[config.mk]
export PLATFORM = sky130hd
export DESIGN_NAME = mem_uart_streamer
export DESIGN_NICKNAME = d
export VERILOG_FILES = /design/src/rtl/mem_uart_streamer.sv
export SDC_FILE = /design/constraint.sdc
export NUM_CORES = 1
export LEC_CHECK = 0
export ABC_AREA = 0
export CAP_MARGIN = 30
export CORE_MARGIN = 3
export CORE_UTILIZATION = 50
export CTS_CLUSTER_DIAMETER = 50
export CTS_CLUSTER_SIZE = 10
export DETAILED_ROUTE_END_ITERATION = 8
export GPL_ROUTABILITY_DRIVEN = 0
export PLACE_DENSITY = 0.79
export SLEW_MARGIN = 5
export SYNTH_ARGS = -nofsm -noshare
export SYNTH_HDL_FRONTEND = slang
export SYNTH_SLANG_ARGS = --single-unit
[constraint.sdc]
create_clock -name clk -period 2.7 [get_ports clk]
set_input_delay 0.54 -clock clk [delete_from_list [all_inputs] [get_ports clk]]
set_output_delay 0.54 -clock clk [all_outputs]
set_load 0.03 [all_outputs]
[src/rtl/mem_uart_streamer.sv]
// mem_uart_streamer: reads a contiguous run of words from the data memory
// and sends the low byte of each word on an 8N1 UART line, LSB first.
//
// Control handshake: i_start is sampled only while idle (o_busy=0 and
// o_done=0). The edge that sees i_start=1 captures i_base_addr and
// i_length. o_busy stays high until the last stop bit has been sent. o_done
// then pulses for exactly one cycle. A zero length skips straight to the
// o_done pulse. Requests made while busy or during the o_done cycle are
// dropped.
module mem_uart_streamer #(
  parameter int CLKS_PER_BIT = 868,
  parameter int ADDR_WIDTH   = 9,
  parameter int LEN_WIDTH    = 10
) (
  input  logic                  clk,
  input  logic                  reset,
  input  logic                  i_start,
  input  logic [ADDR_WIDTH-1:0] i_base_addr,
  input  logic [LEN_WIDTH-1:0]  i_length,
  output logic [ADDR_WIDTH-1:0] o_mem_address,
  output logic                  o_mem_read,
  input  logic [31:0]           i_mem_read_data,
  output logic                  o_tx,
  output logic                  o_busy,
  output logic                  o_done
);

  localparam logic [2:0] S_IDLE  = 3'd0;
  localparam logic [2:0] S_FETCH = 3'd1;
  localparam logic [2:0] S_START = 3'd2;
  localparam logic [2:0] S_DATA  = 3'd3;
  localparam logic [2:0] S_STOP  = 3'd4;
  localparam logic [2:0] S_FIN   = 3'd5;

  localparam int              CNT_W   = $clog2(CLKS_PER_BIT);
  localparam logic [CNT_W-1:0] CNT_MAX = CNT_W'(CLKS_PER_BIT - 1);

  logic [2:0]            r_state;
  logic [ADDR_WIDTH-1:0] r_addr;      // address of the word being sent
  logic [ADDR_WIDTH-1:0] r_mem_addr;  // holds its value outside FETCH
  logic [LEN_WIDTH-1:0]  r_remaining;
  logic [7:0]            r_shift;
  logic [2:0]            r_bit;
  logic [CNT_W-1:0]      r_cnt;
  logic                  r_tx;

  logic [ADDR_WIDTH-1:0] w_next_addr;
  logic                  w_bit_end;
  logic                  w_unused_data;

  assign w_next_addr   = r_addr + ADDR_WIDTH'(1);
  assign w_bit_end     = (r_cnt == CNT_MAX);
  // Only the low byte of each word carries a character.
  assign w_unused_data = ^i_mem_read_data[31:8];

  assign o_mem_address = r_mem_addr;
  assign o_mem_read    = (r_state == S_FETCH);
  assign o_tx          = r_tx;
  assign o_busy        = (r_state == S_FETCH) || (r_state == S_START) ||
                         (r_state == S_DATA)  || (r_state == S_STOP);
  assign o_done        = (r_state == S_FIN);

  // Transfer sequencer: fetch a word, shift out start/data/stop bits,
  // and advance to the next word until the count is exhausted.
  always_ff @(posedge clk or posedge reset) begin
    if (reset) begin
      r_state     <= S_IDLE;
      r_addr      <= '0;
      r_mem_addr  <= '0;
      r_remaining <= '0;
      r_shift     <= '0;
      r_bit       <= '0;
      r_cnt       <= '0;
      r_tx        <= 1'b1;
    end else begin
      case (r_state)
        S_IDLE: begin
          if (i_start) begin
            r_addr      <= i_base_addr;
            r_remaining <= i_length;
            r_cnt       <= '0;
            if (i_length == '0) begin
              r_state <= S_FIN;
            end else begin
              r_mem_addr <= i_base_addr;
              r_state    <= S_FETCH;
            end
          end
        end
        S_FETCH: begin
          // Memory read is combinational: data is valid this cycle.
          r_shift <= i_mem_read_data[7:0];
          r_tx    <= 1'b0;
          r_cnt   <= '0;
          r_state <= S_START;
        end
        S_START: begin
          if (w_bit_end) begin
            r_cnt   <= '0;
            r_bit   <= '0;
            r_tx    <= r_shift[0];
            r_state <= S_DATA;
          end else begin
            r_cnt <= r_cnt + CNT_W'(1);
          end
        end
        S_DATA: begin
          if (w_bit_end) begin
            r_cnt <= '0;
            if (r_bit == 3'd7) begin
              r_tx    <= 1'b1;
              r_state <= S_STOP;
            end else begin
              r_bit   <= r_bit + 3'd1;
              r_shift <= {1'b0, r_shift[7:1]};
              r_tx    <= r_shift[1];
            end
          end else begin
            r_cnt <= r_cnt + CNT_W'(1);
          end
        end
        S_STOP: begin
          if (w_bit_end) begin
            r_cnt       <= '0;
            r_remaining <= r_remaining - LEN_WIDTH'(1);
            r_addr      <= w_next_addr;
            if (r_remaining > LEN_WIDTH'(1)) begin
              r_mem_addr <= w_next_addr;
              r_state    <= S_FETCH;
            end else begin
              r_state <= S_FIN;
            end
          end else begin
            r_cnt <= r_cnt + CNT_W'(1);
          end
        end
        S_FIN: begin
          r_state <= S_IDLE;
        end
        default: begin
          r_state <= S_IDLE;
          r_tx    <= 1'b1;
        end
      endcase
    end
  end

endmodule
# == Word level (Yosys, flattened, before mapping) ==
# Cells that the tools add are included.
# totals
wordCells,80
out_inout_bits,13
register_bits,53
inputBits,54
# op_classes
muxes,33
bitwise_logic,1
add_sub_neg,4
n_eq_ne,15
n_reduce_logical,18
order_cmp,1
# ops
op,n
2-to-1 mux 9 bit,6
2-to-1 mux 10 bit,4
case mux 9 bit (2 select lines),2
2-to-1 mux 3 bit,10
case mux 10 bit (3 select lines),1
case mux 10 bit (2 select lines),1
2-to-1 mux 8 bit,2
case mux 8 bit (2 select lines),1
case mux 3 bit (5 select lines),1
inequality test 2 bit (second input constant),6
adder 10 x 1 -> 10 bit (second input constant),1
== test 10 bit (second input constant),1
> comparator 10 x 1 -> 1 bit (second input constant),1
logical NOT 10 bit,1
AND reduction 5 bit,2
subtractor 10 x 1 -> 10 bit (second input constant),1
adder 9 x 1 -> 9 bit (second input constant),1
== test 3 bit (second input constant),3
AND reduction 3 bit,3
== test 3 x 2 -> 1 bit (second input constant),2
case mux 3 bit (2 select lines),1
nonzero test 2 bit,3
OR reduction 3 bit,2
inequality test 2 x 1 -> 1 bit (second input constant),2
other kinds (10),14

# == Depth between registers and ports, before layout ==
# depth
ltp_word,4
depth_mapped,8
depth_no_buf,6

# == Worst setup path before layout ==
# Ideal clock, no wire load.
# synth_path
path_type,reg2reg
startpoint,reg r_cnt[0]
endpoint,reg r_cnt[8]
n_path_buf,2
required_ns,2.574
setup_time_ns,0.126
arrival_time_ns,2.092
path_slack_ns,0.482
synth_period_minus_slack_ns,2.218
stages_incl_launch_ff,8
path_cell_list,dfrtp_1 > ha_1 > or4b_1 > or3_1 > buf_6 > a21boi_4 > buf_6 > a221o_1
# synth_between
elab_chain_len,3
word_cells_on_any_way,4
cone_classes,1 x add/sub; 1 x eq/ne; 2 x mux
# synth_rtl
element,line_no,source
start: declaration,44,logic [CNT_W-1:0] r_cnt;
start signal: assignment,104,r_cnt <= r_cnt + CNT_W'(1);
start signal: assignment,119,r_cnt <= r_cnt + CNT_W'(1);
start signal: assignment,134,r_cnt <= r_cnt + CNT_W'(1);
adder 10 x 1 -> 10 bit / == test 10 bit (equally long branches),-,
2-to-1 mux 10 bit *,"98, 108, 123",
case mux 10 bit (3 select lines) *,76,case (r_state)
# Every way passes the cells marked *; elsewhere a longest branch is shown, timed or not.
# A chain may end at the register's enable or synchronous reset.

# == Worst setup path in the final report ==
# layout_path
startpoint,reg r_state[0]
endpoint,out o_busy
# layout_between
elab_chain_len,4
word_cells_on_any_way,7
cone_classes,4 x eq/ne; 3 x reduce/logical
# layout_rtl
element,line_no,source
start: declaration,38,logic [2:0] r_state;
start signal: assignment,67,r_state <= S_IDLE;
start signal: assignment,83,r_state <= S_FIN;
start signal: assignment,86,r_state <= S_FETCH;
== test 3 x 1 -> 1 bit / == test 3 x 2 -> 1 bit (equally long branches),59,assign o_busy = (r_state == S_FETCH) || (r_state == S_START) ||
logical OR 1 bit (2 in a row),59,
logical OR 1 bit *,60,(r_state == S_DATA) || (r_state == S_STOP);
end: declaration,24,"output logic o_busy,"
# Marked as above.

==> run metrics <==
worst setup margin=0.1777 ns; post-layout power=roughly 3600 µW; net switching power=approximately 1400 µW; largest voltage drop on the vdd net=~0.65 mV; fraction of final layout cells sized beyond drive strength 1=10.58%; worst-path fanout max=10; net total in the final layout=418; Detailed Route Iter0 Violations=approximately 190; count of standard-cell rows=27; Placed Cells=423; initial core utilization=52.59%; synth warn=0; Slew Limit Fails=0; clock network latency to the later pin of the worst-skew pair=0.30 ns; maximum buffer depth of the clock tree=2; Buffers on Ports=42; worst slew slack as a fraction of its limit=62.59%; summed instance area of the synthesized netlist=2949 µm²; clock group share of total power=approximately 15%; power density over the cells=1001 nW/µm²; type of the tightest min-delay check=flip-flop to flip-flop; Post-DP HPWL=around 4500 µm; number of failing hold endpoints at the final stage=0; logic gate share of total power=45.0%; syn avg cell area=~9.3 µm²; Critical Setup Path Class=flip-flop to output port; WL per Instance=roughly 14 µm; Max-Cap Viols=0; Distinct cells, synth=55; horizontal die dimension=82.80 µm; static leakage power=0.001541 µW; flop and latch count out of synthesis=53; total track usage=18.61%; pre-CTS worst setup slack=0.2871 ns; CP Capture Type=output port; number of nets produced by synthesis=376; number of setup buffers added after CTS=0; total number of clock tree sinks=53; pin count of the biggest net entering global routing=38; H-tree depth=2; proportion of synthesized chip area in sequential cells=a little under half; first-pass GRT wire length=10,900 µm; endpoint required time on the critical path=2.16 ns; Internal Dissipation=2139 µW; total detailed-routing wirelength=6249 µm; Top-Level Pins=67; worst setup slack for register-to-register paths=0.30 ns; fraction of power spent switching nets=40.31%; drt via density=5.817; final setup vio count=0; setup TNS after final layout=0 ns; Synth Instances=316; DIE AREA=6856 µm²; CTS clock-pin slew for the worst setup and hold paths=0.09 ns; RSZ-0062 raised after global routing=false; global route total overflow=0; DR vias=2,507; via count of the first global-routing pass=2,412; type of origin of the critical path=flip-flop; TritonCTS clock tree=done; Main synth FF type=sky130_fd_sc_hd__dfrtp_1; number of diodes added for antenna fixing=0; slew at the pin closest to its max-slew limit=0.5590 ns; outcome=complete, no violations; detailed-route DRC error count=0; detailed-routing iteration count for the pre-antenna-repair pass=4; portion of the clock cycle consumed by the worst path in the final layout=93.42%; core area=5608 µm²; number of enable flip-flop cells after synthesis=0; largest clock skew in the final design=approximately 0.012 ns; number of nets still failing antenna checks after routing=0; arrival time worst endpoint=1.98 ns; Final Non-Filler Cells=431; root buf cell=sky130_fd_sc_hd__clkbuf_8; async set or reset register ratio after synthesis=100.0%; CTS Buf Count=5; power share of the sequential group=between 30% and 40%; synthesis-to-layout area growth=21.34%; highest clock rate=396.5 MHz; number of antenna violations at the first check in global routing=0; Tmin final=2.522 ns; die height=82.80 µm
==> power by group through the flow <==
| stage | clock (µW) | combinational (µW) | sequential [µW] |
|---|---|---|---|
| final | 550 | 1610 | 1420 |
| after global routing | 598 | 1800 | 1470 |
| after CTS | 571 | 1620 | 1420 |
| after detailed placement | 0 | 1610 | 1430 |
| after global placement | 0 | 1570 | 1410 |
| after floorplan | 0 | 1070 | 1490 |
==> final timing paths <==
path	startpoint	cells after the start	to
setup / recovery	r_state[0]$_DFFE_PP0P_	3	o_busy
hold / removal	o_tx$_DFFE_PP1P_	2	o_tx$_DFFE_PP1P_
setup reg to reg	r_cnt[0]$_DFFE_PP0P_	5	r_addr[8]$_DFFE_PP0P_
hold reg to reg	o_tx$_DFFE_PP1P_	2	o_tx$_DFFE_PP1P_
max in group asynchronous	reset	3	o_tx$_DFFE_PP1P_
min in group asynchronous	reset	2	o_mem_address[8]$_DFFE_PP0P_
==> worst max-delay path: stages, from the launching register on <==
cell                              delay (ns)
sky130_fd_sc_hd__dfrtp_2                0.49
sky130_fd_sc_hd__nor2_1                 0.33
sky130_fd_sc_hd__xnor2_1                0.18
sky130_fd_sc_hd__clkdlybuf4s50_1        0.69
==> per-layer routing <==
layer / global-route usage (%) / wire length (µm)
met2: 29.96 / 2923
met3: 3.968 / 315
met1: 26.02 / 2971
met4: 4.012 / 38
met5: 0 / 0
==> repair_timing <==
action | 4_1_cts | 5_1_grt
gates resized for setup | 0 | 2
hold buffers | 0 | 0
endpoints found under the setup margin | 0 | 1
==> area by class of cell <==
type,instances,area (µm²)
clock buffer,7,86.33
timing repair buffer,50,495.5
clock inverter,1,30.03
multi-input combinational,238,1510
inverter,10,37.54
sequential,53,1329
fill,489,2029
tap,72,90.09
==> layout by cell type, fill, tap and decap left out, types with 10 or more instances in the layout <==
| cell type | n |
|---|---|
| sky130_fd_sc_hd__o21ai_0 | 27 |
| sky130_fd_sc_hd__a21oi_1 | 30 |
| sky130_fd_sc_hd__mux2_2 | 11 |
| sky130_fd_sc_hd__xnor2_1 | 10 |
| sky130_fd_sc_hd__nand2_1 | 23 |
| sky130_fd_sc_hd__nor4_1 | 10 |
| sky130_fd_sc_hd__nor3_1 | 14 |
| sky130_fd_sc_hd__dfrtp_1 | 51 |
| sky130_fd_sc_hd__clkdlybuf4s50_1 | 41 |
| sky130_fd_sc_hd__nor2_1 | 32 |
==> registers in the layout (all words and copies together) (netlist names) <==
register / count
r_cnt: 10
o_tx: 1
o_mem_address: 9
r_shift: 8
r_remaining: 10
r_bit: 3
r_addr: 9
r_state: 3
==> cell usage after synthesis, types with 3 or more instances <==
cell type	count	area (µm²)
sky130_fd_sc_hd__nand2b_1	3	18.77
sky130_fd_sc_hd__nor2_1	32	120.1
sky130_fd_sc_hd__xnor2_1	10	87.58
sky130_fd_sc_hd__inv_1	9	33.78
sky130_fd_sc_hd__mux2_2	11	123.9
sky130_fd_sc_hd__a31oi_1	6	37.54
sky130_fd_sc_hd__clkbuf_1	8	30.03
sky130_fd_sc_hd__ha_1	6	75.07
sky130_fd_sc_hd__dfrtp_1	52	1301
sky130_fd_sc_hd__nor3_1	14	70.07
sky130_fd_sc_hd__nor4_1	10	62.56
sky130_fd_sc_hd__nand2_1	23	86.33
sky130_fd_sc_hd__o21ai_0	27	135.1
sky130_fd_sc_hd__nand4_1	3	18.77
sky130_fd_sc_hd__a21oi_1	30	150.1
sky130_fd_sc_hd__a22o_1	3	26.28
sky130_fd_sc_hd__or3_1	3	18.77
sky130_fd_sc_hd__nand3_1	8	40.04
sky130_fd_sc_hd__mux2i_1	8	80.08
==> per-stage QoR <==
| stage | utilization (%) | area, µm² | hold slack (ns) |
|---|---|---|---|
| after floorplan | - | 2949 | 0.4701 |
| after global placement | 61.67 | 3458 | 0.4827 |
| after detailed placement | 61.67 | 3458 | 0.4916 |
| after CTS | 63.74 | 3575 | 0.5073 |
| after global routing | 63.81 | 3578 | 0.5182 |
| final | 63.81 | 3578 | 0.5025 |
==> kinds of logic (layout without fill, tap and decap cells) <==
group	count (synthesis)	count (layout)	share of synthesized area (%)
AND/OR/NAND/NOR	110	110	18.37
flip-flops	53	53	45.02
adder cells (fa/ha/maj)	6	6	2.546
XOR/XNOR	11	11	3.267
multiplexers	19	19	6.916
AO/OA/AOI/OAI	92	92	19.90
buffers and inverters	25	68	3.988
Note: power is estimated with default switching activity, not from simulation.
